**config.mk**
```make
export PLATFORM = sky130hd
export DESIGN_NAME = stream_write_master
export DESIGN_NICKNAME = d
export VERILOG_FILES = /design/src/rtl/stream_write_master_pkg.sv /design/src/rtl/stream_write_master_sync_fifo.sv /design/src/rtl/stream_write_master.sv
export SDC_FILE = /design/constraint.sdc
export NUM_CORES = 1
export LEC_CHECK = 0
export ABC_AREA = 1
export CORE_MARGIN = 10
export CORE_UTILIZATION = 26
export CTS_CLUSTER_SIZE = 8
export DETAILED_ROUTE_END_ITERATION = 7
export PLACE_DENSITY_LB_ADDON = 0.3
export SLEW_MARGIN = 20
export SYNTH_ARGS = -nofsm -noshare
export SYNTH_HDL_FRONTEND = slang
export SYNTH_SLANG_ARGS = --single-unit
```
**constraint.sdc**
```tcl
create_clock -name clk -period 3.1 [get_ports clk]
set_input_delay 0.62 -clock clk [delete_from_list [all_inputs] [get_ports clk]]
set_output_delay 0.62 -clock clk [all_outputs]
set_load 0.02 [all_outputs]
```
**src/rtl/stream_write_master_pkg.sv**
```systemverilog
// Shared definitions for the stream-to-DDR3 write master: CSR map, FSM states
// and status bit positions.
package stream_write_master_pkg;

  localparam logic [2:0] ADDR_BASE   = 3'd0;
  localparam logic [2:0] ADDR_LEN    = 3'd1;
  localparam logic [2:0] ADDR_STEP   = 3'd2;
  localparam logic [2:0] ADDR_CTRL   = 3'd3;
  localparam logic [2:0] ADDR_START  = 3'd4;
  localparam logic [2:0] ADDR_STATUS = 3'd5;
  localparam logic [2:0] ADDR_SRST   = 3'd6;
  localparam logic [2:0] ADDR_COUNT  = 3'd7;

  localparam int unsigned CSR_W = 32;

  localparam int unsigned STAT_DONE = 0;
  localparam int unsigned STAT_BUSY = 1;
  localparam int unsigned STAT_OVF  = 2;
  localparam int unsigned STAT_WRAP = 3;

  localparam logic [CSR_W-1:0] DEADBEEF_RD = 32'hDEAD_BEEF;

  typedef enum logic [2:0] {
    ST_IDLE  = 3'd0,
    ST_RUN   = 3'd1,
    ST_FLUSH = 3'd2,
    ST_DONE  = 3'd3,
    ST_ABORT = 3'd4
  } state_e;

endpackage

```
**src/rtl/stream_write_master_sync_fifo.sv**
```systemverilog
// Show-ahead synchronous FIFO with a synchronous flush; push while full is
// accepted only when a pop frees the slot in the same cycle.
module sync_fifo #(
  parameter int unsigned DATA_W = 16,
  parameter int unsigned DEPTH  = 16
) (
  input  logic              clk,
  input  logic              rst,
  input  logic              i_flush,
  input  logic              i_push,
  input  logic [DATA_W-1:0] i_data,
  input  logic              i_pop,
  output logic [DATA_W-1:0] o_head,
  output logic              o_full,
  output logic              o_empty
);

  localparam int unsigned AW = $clog2(DEPTH);

  logic [DATA_W-1:0] r_mem [DEPTH];
  logic [AW-1:0]     r_wr_ptr;
  logic [AW-1:0]     r_rd_ptr;
  logic [AW:0]       r_cnt;
  logic              w_wr;
  logic              w_rd;

  assign o_full  = (r_cnt == (AW+1)'(DEPTH));
  assign o_empty = (r_cnt == '0);
  assign o_head  = r_mem[r_rd_ptr];
  assign w_rd    = i_pop && !o_empty;
  assign w_wr    = i_push && (!o_full || w_rd);

  // Storage carries no reset; occupancy is tracked by the pointers alone.
  always_ff @(posedge clk) begin
    if (w_wr) r_mem[r_wr_ptr] <= i_data;
  end

  always_ff @(posedge clk) begin
    if (rst || i_flush) begin
      r_wr_ptr <= '0;
      r_rd_ptr <= '0;
      r_cnt    <= '0;
    end else begin
      if (w_wr) r_wr_ptr <= r_wr_ptr + AW'(1);
      if (w_rd) r_rd_ptr <= r_rd_ptr + AW'(1);
      case ({w_wr, w_rd})
        2'b10:   r_cnt <= r_cnt + (AW+1)'(1);
        2'b01:   r_cnt <= r_cnt - (AW+1)'(1);
        default: r_cnt <= r_cnt;
      endcase
    end
  end

endmodule

```
**src/rtl/stream_write_master.sv**
```systemverilog
// Captures a valid-qualified sample stream into a FIFO and drains it to DDR3
// through an Avalon-MM master; configured through an Avalon-MM CSR slave.
module stream_write_master
  import stream_write_master_pkg::*;
#(
  parameter int unsigned DATA_W     = 16,
  parameter int unsigned ADDR_W     = 32,
  parameter int unsigned FIFO_DEPTH = 16
) (
  input  logic              clk,
  input  logic              rst,
  input  logic              ddr_waitrequest,
  output logic [ADDR_W-1:0] ddr_addr,
  output logic              ddr_write,
  output logic [DATA_W-1:0] ddr_writedata,
  input  logic [2:0]        csr_addr,
  input  logic              csr_read,
  input  logic              csr_write,
  input  logic [CSR_W-1:0]  csr_writedata,
  output logic [CSR_W-1:0]  csr_readdata,
  input  logic [DATA_W-1:0] d_in,
  input  logic              v,
  output logic              done
);

  state_e r_state, w_state_next;

  // Programmed CSR values and the copies latched at start
  logic [CSR_W-1:0]  r_csr_base, r_csr_len, r_csr_step;
  logic              r_csr_wrap;
  logic [CSR_W-1:0]  r_act_base, r_act_len, r_act_step;
  logic              r_act_wrap;

  logic [CSR_W-1:0]  r_acc;
  logic [CSR_W-1:0]  r_count;
  logic              r_ovf;
  logic              r_wrapped;
  logic              r_done;
  logic [CSR_W-1:0]  r_rdata;

  logic [ADDR_W-1:0] r_addr;
  logic              r_write;
  logic [DATA_W-1:0] r_wdata;

  logic              w_start, w_srst, w_accept, w_abort_exit;
  logic              w_push, w_load, w_ovf, w_flush, w_busy;
  logic              w_fifo_full, w_fifo_empty;
  logic [DATA_W-1:0] w_fifo_head;
  logic [CSR_W-1:0]  w_status;

  assign w_start      = csr_write && (csr_addr == ADDR_START) &&
                        ((r_state == ST_IDLE) || (r_state == ST_DONE));
  assign w_srst       = csr_write && (csr_addr == ADDR_SRST);
  assign w_accept     = r_write && !ddr_waitrequest;
  assign w_abort_exit = (r_state == ST_ABORT) && !(r_write && ddr_waitrequest);

  sync_fifo #(
    .DATA_W (DATA_W),
    .DEPTH  (FIFO_DEPTH)
  ) u_fifo (
    .clk     (clk),
    .rst     (rst),
    .i_flush (w_flush),
    .i_push  (w_push),
    .i_data  (d_in),
    .i_pop   (w_load),
    .o_head  (w_fifo_head),
    .o_full  (w_fifo_full),
    .o_empty (w_fifo_empty)
  );

  always_ff @(posedge clk) begin
    if (rst) r_state <= ST_IDLE;
    else     r_state <= w_state_next;
  end

  always_comb begin
    w_state_next = r_state;
    case (r_state)
      ST_IDLE, ST_DONE: begin
        if (w_srst)       w_state_next = ST_ABORT;
        else if (w_start) w_state_next = (r_csr_len == '0) ? ST_DONE : ST_RUN;
      end
      ST_RUN: begin
        if (w_srst) w_state_next = ST_ABORT;
        else if (!r_act_wrap && w_push && ((r_acc + 32'd1) == r_act_len))
          w_state_next = ST_FLUSH;
      end
      ST_FLUSH: begin
        if (w_srst) w_state_next = ST_ABORT;
        else if ((r_count == r_act_len) && w_fifo_empty && !r_write)
          w_state_next = ST_DONE;
      end
      ST_ABORT: begin
        if (w_abort_exit) w_state_next = ST_IDLE;
      end
      default: w_state_next = ST_IDLE;
    endcase
  end

  // The bus slot is refilled from the FIFO head whenever it is free or retiring
  always_comb begin
    w_push  = 1'b0;
    w_load  = 1'b0;
    w_ovf   = 1'b0;
    w_flush = 1'b0;
    w_busy  = 1'b0;
    case (r_state)
      ST_IDLE: w_flush = 1'b1;
      ST_RUN: begin
        w_busy = 1'b1;
        w_load = !w_fifo_empty && (!r_write || w_accept);
        w_push = v && (r_acc < r_act_len) && (!w_fifo_full || w_load);
        w_ovf  = v && (r_acc < r_act_len) && w_fifo_full && !w_load;
      end
      ST_FLUSH: begin
        w_busy = 1'b1;
        w_load = !w_fifo_empty && (!r_write || w_accept);
      end
      ST_ABORT: begin
        w_busy  = 1'b1;
        w_flush = w_abort_exit;
      end
      default: ;
    endcase
  end

  always_comb begin
    w_status            = '0;
    w_status[STAT_DONE] = r_done;
    w_status[STAT_BUSY] = w_busy;
    w_status[STAT_OVF]  = r_ovf;
    w_status[STAT_WRAP] = r_wrapped;
  end

  always_ff @(posedge clk) begin
    if (rst) begin
      r_csr_base <= '0;
      r_csr_len  <= '0;
      r_csr_step <= 32'd1;
      r_csr_wrap <= 1'b0;
      r_act_base <= '0;
      r_act_len  <= '0;
      r_act_step <= 32'd1;
      r_act_wrap <= 1'b0;
      r_rdata    <= '0;
    end else begin
      if (csr_write) begin
        case (csr_addr)
          ADDR_BASE: r_csr_base <= csr_writedata;
          ADDR_LEN:  r_csr_len  <= csr_writedata;
          ADDR_STEP: r_csr_step <= csr_writedata;
          ADDR_CTRL: r_csr_wrap <= csr_writedata[0];
          default: ;
        endcase
      end
      if (w_start) begin
        r_act_base <= r_csr_base;
        r_act_len  <= r_csr_len;
        r_act_step <= r_csr_step;
        r_act_wrap <= r_csr_wrap;
      end
      if (csr_read) begin
        case (csr_addr)
          ADDR_BASE:   r_rdata <= r_csr_base;
          ADDR_LEN:    r_rdata <= r_csr_len;
          ADDR_STEP:   r_rdata <= r_csr_step;
          ADDR_CTRL:   r_rdata <= {31'd0, r_csr_wrap};
          ADDR_STATUS: r_rdata <= w_status;
          ADDR_COUNT:  r_rdata <= r_count;
          default:     r_rdata <= DEADBEEF_RD;
        endcase
      end
    end
  end

  always_ff @(posedge clk) begin
    if (rst) begin
      r_addr    <= '0;
      r_write   <= 1'b0;
      r_wdata   <= '0;
      r_acc     <= '0;
      r_count   <= '0;
      r_ovf     <= 1'b0;
      r_wrapped <= 1'b0;
      r_done    <= 1'b0;
    end else begin
      r_done <= (w_state_next == ST_DONE);
      if (w_load) begin
        r_wdata <= w_fifo_head;
        r_write <= 1'b1;
      end else if (w_accept) begin
        r_write <= 1'b0;
      end
      if (w_start) begin
        r_addr    <= ADDR_W'(r_csr_base);
        r_acc     <= '0;
        r_count   <= '0;
        r_ovf     <= 1'b0;
        r_wrapped <= 1'b0;
      end else begin
        if (w_push) r_acc <= r_acc + 32'd1;
        if (w_ovf)  r_ovf <= 1'b1;
        if (w_accept) begin
          // Circular capture restarts the window at base on the closing write
          if (r_act_wrap && ((r_count + 32'd1) == r_act_len)) begin
            r_addr    <= ADDR_W'(r_act_base);
            r_count   <= '0;
            r_acc     <= w_push ? 32'd1 : 32'd0;
            r_wrapped <= 1'b1;
          end else begin
            r_addr  <= r_addr + ADDR_W'(r_act_step);
            r_count <= r_count + 32'd1;
          end
        end
        if (w_abort_exit) begin
          r_acc     <= '0;
          r_count   <= '0;
          r_ovf     <= 1'b0;
          r_wrapped <= 1'b0;
        end
      end
    end
  end

  assign ddr_addr      = r_addr;
  assign ddr_write     = r_write;
  assign ddr_writedata = r_wdata;
  assign csr_readdata  = r_rdata;
  assign done          = r_done;

endmodule
```
==> results.sh <==
export IMPL_ys_top_cells_by_area="edfxtp_1, dfxtp_1, nand2_1"
export IMPL_final_util_pct=32.9
export IMPL_slew_viol_final=0
export IMPL_finalSetupViolCount=0
export IMPL_grt_max_degree=131
export IMPL_rsz0062_at_grt="true"
export IMPL_grt_ovfl_total=0
export IMPL_io_buffers=138
export IMPL_antennaDiodeCount=0
export IMPL_p_int_w=0.0149
export IMPL_ys_seq_elements=614
export IMPL_syn_to_final_growth_pct=25.7
export IMPL_power_switching_w=0.00543
export IMPL_n_fill_cell=12000
export IMPL_post_route_cells_drive_above_1_share_pct=11.0
export IMPL_cts_root_buffer="clkbuf_16"
export IMPL_via_per_inst=4.85
export IMPL_clockPowerShare_pct=43.6
export IMPL_antenna_found_initial=1
export IMPL_cp_required_ps=3680
export IMPL_syn_nets=3792
export IMPL_start_util_pct=26.2
export IMPL_dpl_worst_slack_ps=-339
export IMPL_cts_buffers=87
export IMPL_netSwitchingFraction_pct=26.7
export IMPL_vias=26800
export IMPL_drv_cap=0
export IMPL_die_area_um2=129000
export IMPL_fin_nets=4106
export IMPL_pwr_share_comb_pct=13.1
export IMPL_holdBufCountCts=0
export IMPL_die_x_um=359
export IMPL_synth_edff_count=256
export IMPL_power_w=0.0204
export IMPL_grt_pass1_wl_um=163000
export IMPL_worstMarginPinSlew_ps=823
export IMPL_hp_class="input pin to register"
export IMPL_fin_setup_tns_ps=0
export IMPL_fin_crit_sh_pct=94.7
export IMPL_path_class="register to register"
export IMPL_layout_commonest_cell="nand2_1"
export IMPL_setup_slack_ps=163
export IMPL_initialDrtViolationCount=2384
export IMPL_fp_dieH_um=359
export IMPL_core_um2=114000
export IMPL_final_cell_mix="nand2_1, nor2_1, o21ai_0"
export IMPL_grt_usage_pct=16.0
export IMPL_wirelength_um=108000
export IMPL_power_leakage_nw=14.0
export IMPL_arrival_ps=3510
export IMPL_grt_pass1_vias=25600
export IMPL_globalplace_congestion=0.910
export IMPL_postRouteAntennaNets=0
export IMPL_yosysWarnings=0
export IMPL_ys_seq_area_share_pct=49.7
export IMPL_clock_latency_ps=660
export IMPL_start_kind="register"
export IMPL_finClkSkew_ps=31.7
export IMPL_io_pin_count=139
export IMPL_synthDistinctLibCells=50
export IMPL_syn_inst=3659
export IMPL_pwr_share_seq_pct=43.3
export IMPL_hold_viol=0
export IMPL_rows=124
export IMPL_placed_area_um2=34800
export IMPL_yosys_area_top_type_share_pct=25.7
export IMPL_htree_levels=3
export IMPL_synth_area_um2=29900
export IMPL_worstSetupEndpointType="register"
export IMPL_clk_pin_slew_ps=50
export IMPL_cts_sinks=614
export IMPL_first_pass_iters=5
export IMPL_timing_fmax_mhz=341
export IMPL_wl_per_cell_um=19.6
export IMPL_p_per_area_nw_per_um2=542
export IMPL_synth_area_per_cell_um2=8.16
export IMPL_status="completed"
export IMPL_async_reset_ff_share_pct=0
export IMPL_yosysTopAreaCell="edfxtp_1"
export IMPL_critPathMaxFanout=3
export IMPL_cts_tree="built"
export IMPL_worstHoldPathCells=2
export IMPL_cts_buffer_depth=3
export IMPL_drc_errors=0
export IMPL_ys_flop_type="dfxtp_1"
export IMPL_dp_hpwl_um=78100
export IMPL_finalCriticalPeriod_ps=2940
export IMPL_worst_slew_margin_rel_pct=45.1
export IMPL_fin_area_um2=37500
export IMPL_max_vdd_ir_drop_v=0.000367
export IMPL_reg2reg_depth=18
[metrics by stage]
stage	instances	hold slack [ps]
floorplan	3659	434
global placement	5388	453
detailed placement	5388	458
CTS	5520	325
global route	5528	352
finish	5528	354
[area by class of cell]
class                      count  area (µm²)  area share, %
timing repair buffer         403        3810           10.2
clock buffer                 123        2310           6.16
multi-input combinational   2520       13200           35.1
sequential                   614       14900           39.6
tap                         1512        1890           5.04
inverter                     347        1310           3.50
clock inverter                 9         175          0.467
[timing repair]
action,4_1_cts,5_1_grt
buffers inserted,0,7
pin swaps,2,11
gates resized for setup,7,31
setup endpoints to repair,234,335
cloned,0,1
[sequential cells by signal, indices dropped and copies added (netlist names), 3 cells and up]
signal / cells
u_fifo.r_mem: 256
csr_readdata: 32
ddr_addr: 32
r_acc: 32
r_act_base: 32
r_act_len: 32
r_act_step: 32
r_count: 32
r_csr_base: 32
r_csr_len: 32
r_csr_step: 32
ddr_writedata: 16
u_fifo.r_cnt: 5
u_fifo.r_rd_ptr: 4
u_fifo.r_wr_ptr: 4
r_state: 3
[synth_stat cells (4+ instances only)]
library cell,instances
nand2_1,591
nor2_1,510
o21ai_0,387
dfxtp_1,358
inv_1,340
a21oi_1,265
edfxtp_1,256
nand3_1,232
clkbuf_1,150
ha_1,74
o22ai_1,66
xor2_1,52
o221ai_1,49
o211ai_1,41
nand4_1,36
xnor2_1,33
a211oi_1,32
nor3_1,23
nand3b_1,21
a31oi_1,16
nor4_1,16
a22oi_1,12
buf_2,11
buf_1,10
o21bai_1,7
a21o_1,6
a221oi_1,6
clkinv_1,6
nor2_4,6
nand2_2,5
nor2_2,5
or2_2,5
buf_4,4
o21a_1,4
[worst max-delay path: stages (launching register included)]
cell and delay (ps):
dfxtp_1 320, inv_1 50, ha_1 310, a21oi_1 150
o21ai_0 130, a21oi_2 160, buf_4 120, nand2_1 90
nand2_4 120, nand3_4 80, ha_4 180, fa_2 330
a21o_1 180, a21oi_2 120, inv_1 60, a21oi_1 110
o21ai_1 90, buf_4 130, a21oi_1 130
[per-layer routing]
layer	part of all wire, %	vias up	track usage (%)
li1	-	13200	-
met1	47	12700	22.6
met2	44	840	24.8
met3	6.1	143	2.49
met4	2.6	2	5.07
met5	0.0074	-	0
[cell families (layout without fill, tap and decap cells)]
group / count (synthesis) / count (layout) / share of synthesized area (%)
DFF: 614 / 614 / 49.7
xor gates and xnor gates: 88 / 88 / 2.72
buffers and inverters: 525 / 882 / 6.77
AOI/OAI and AO/OA: 900 / 900 / 17.1
adders and majority gates: 76 / 76 / 3.23
and+or+nand+nor: 1456 / 1456 / 20.5
[worst paths after layout]
| path | start | to | slack, ps |
|---|---|---|---|
| max reg2reg | r_act_len[19] | u_fifo.r_cnt[4] | 160 |
| min | rst | r_state[1] | 350 |
| min reg2reg | r_act_base[25] | r_act_base[25] | 460 |
| max | r_act_len[19] | u_fifo.r_cnt[4] | 160 |
[power groups by stage]
stage	clock network (W)	logic, W	registers (W)
2_1_floorplan	0	0.00128	0.00899
3_3_place_gp	0	0.00250	0.00897
3_5_place_dp	0	0.00251	0.00897
4_1_cts	0.00905	0.00255	0.00881
5_1_grt	0.00940	0.00294	0.00883
6_report	0.00887	0.00267	0.00882
No activity file was read; power rests on OpenSTA's default activity.
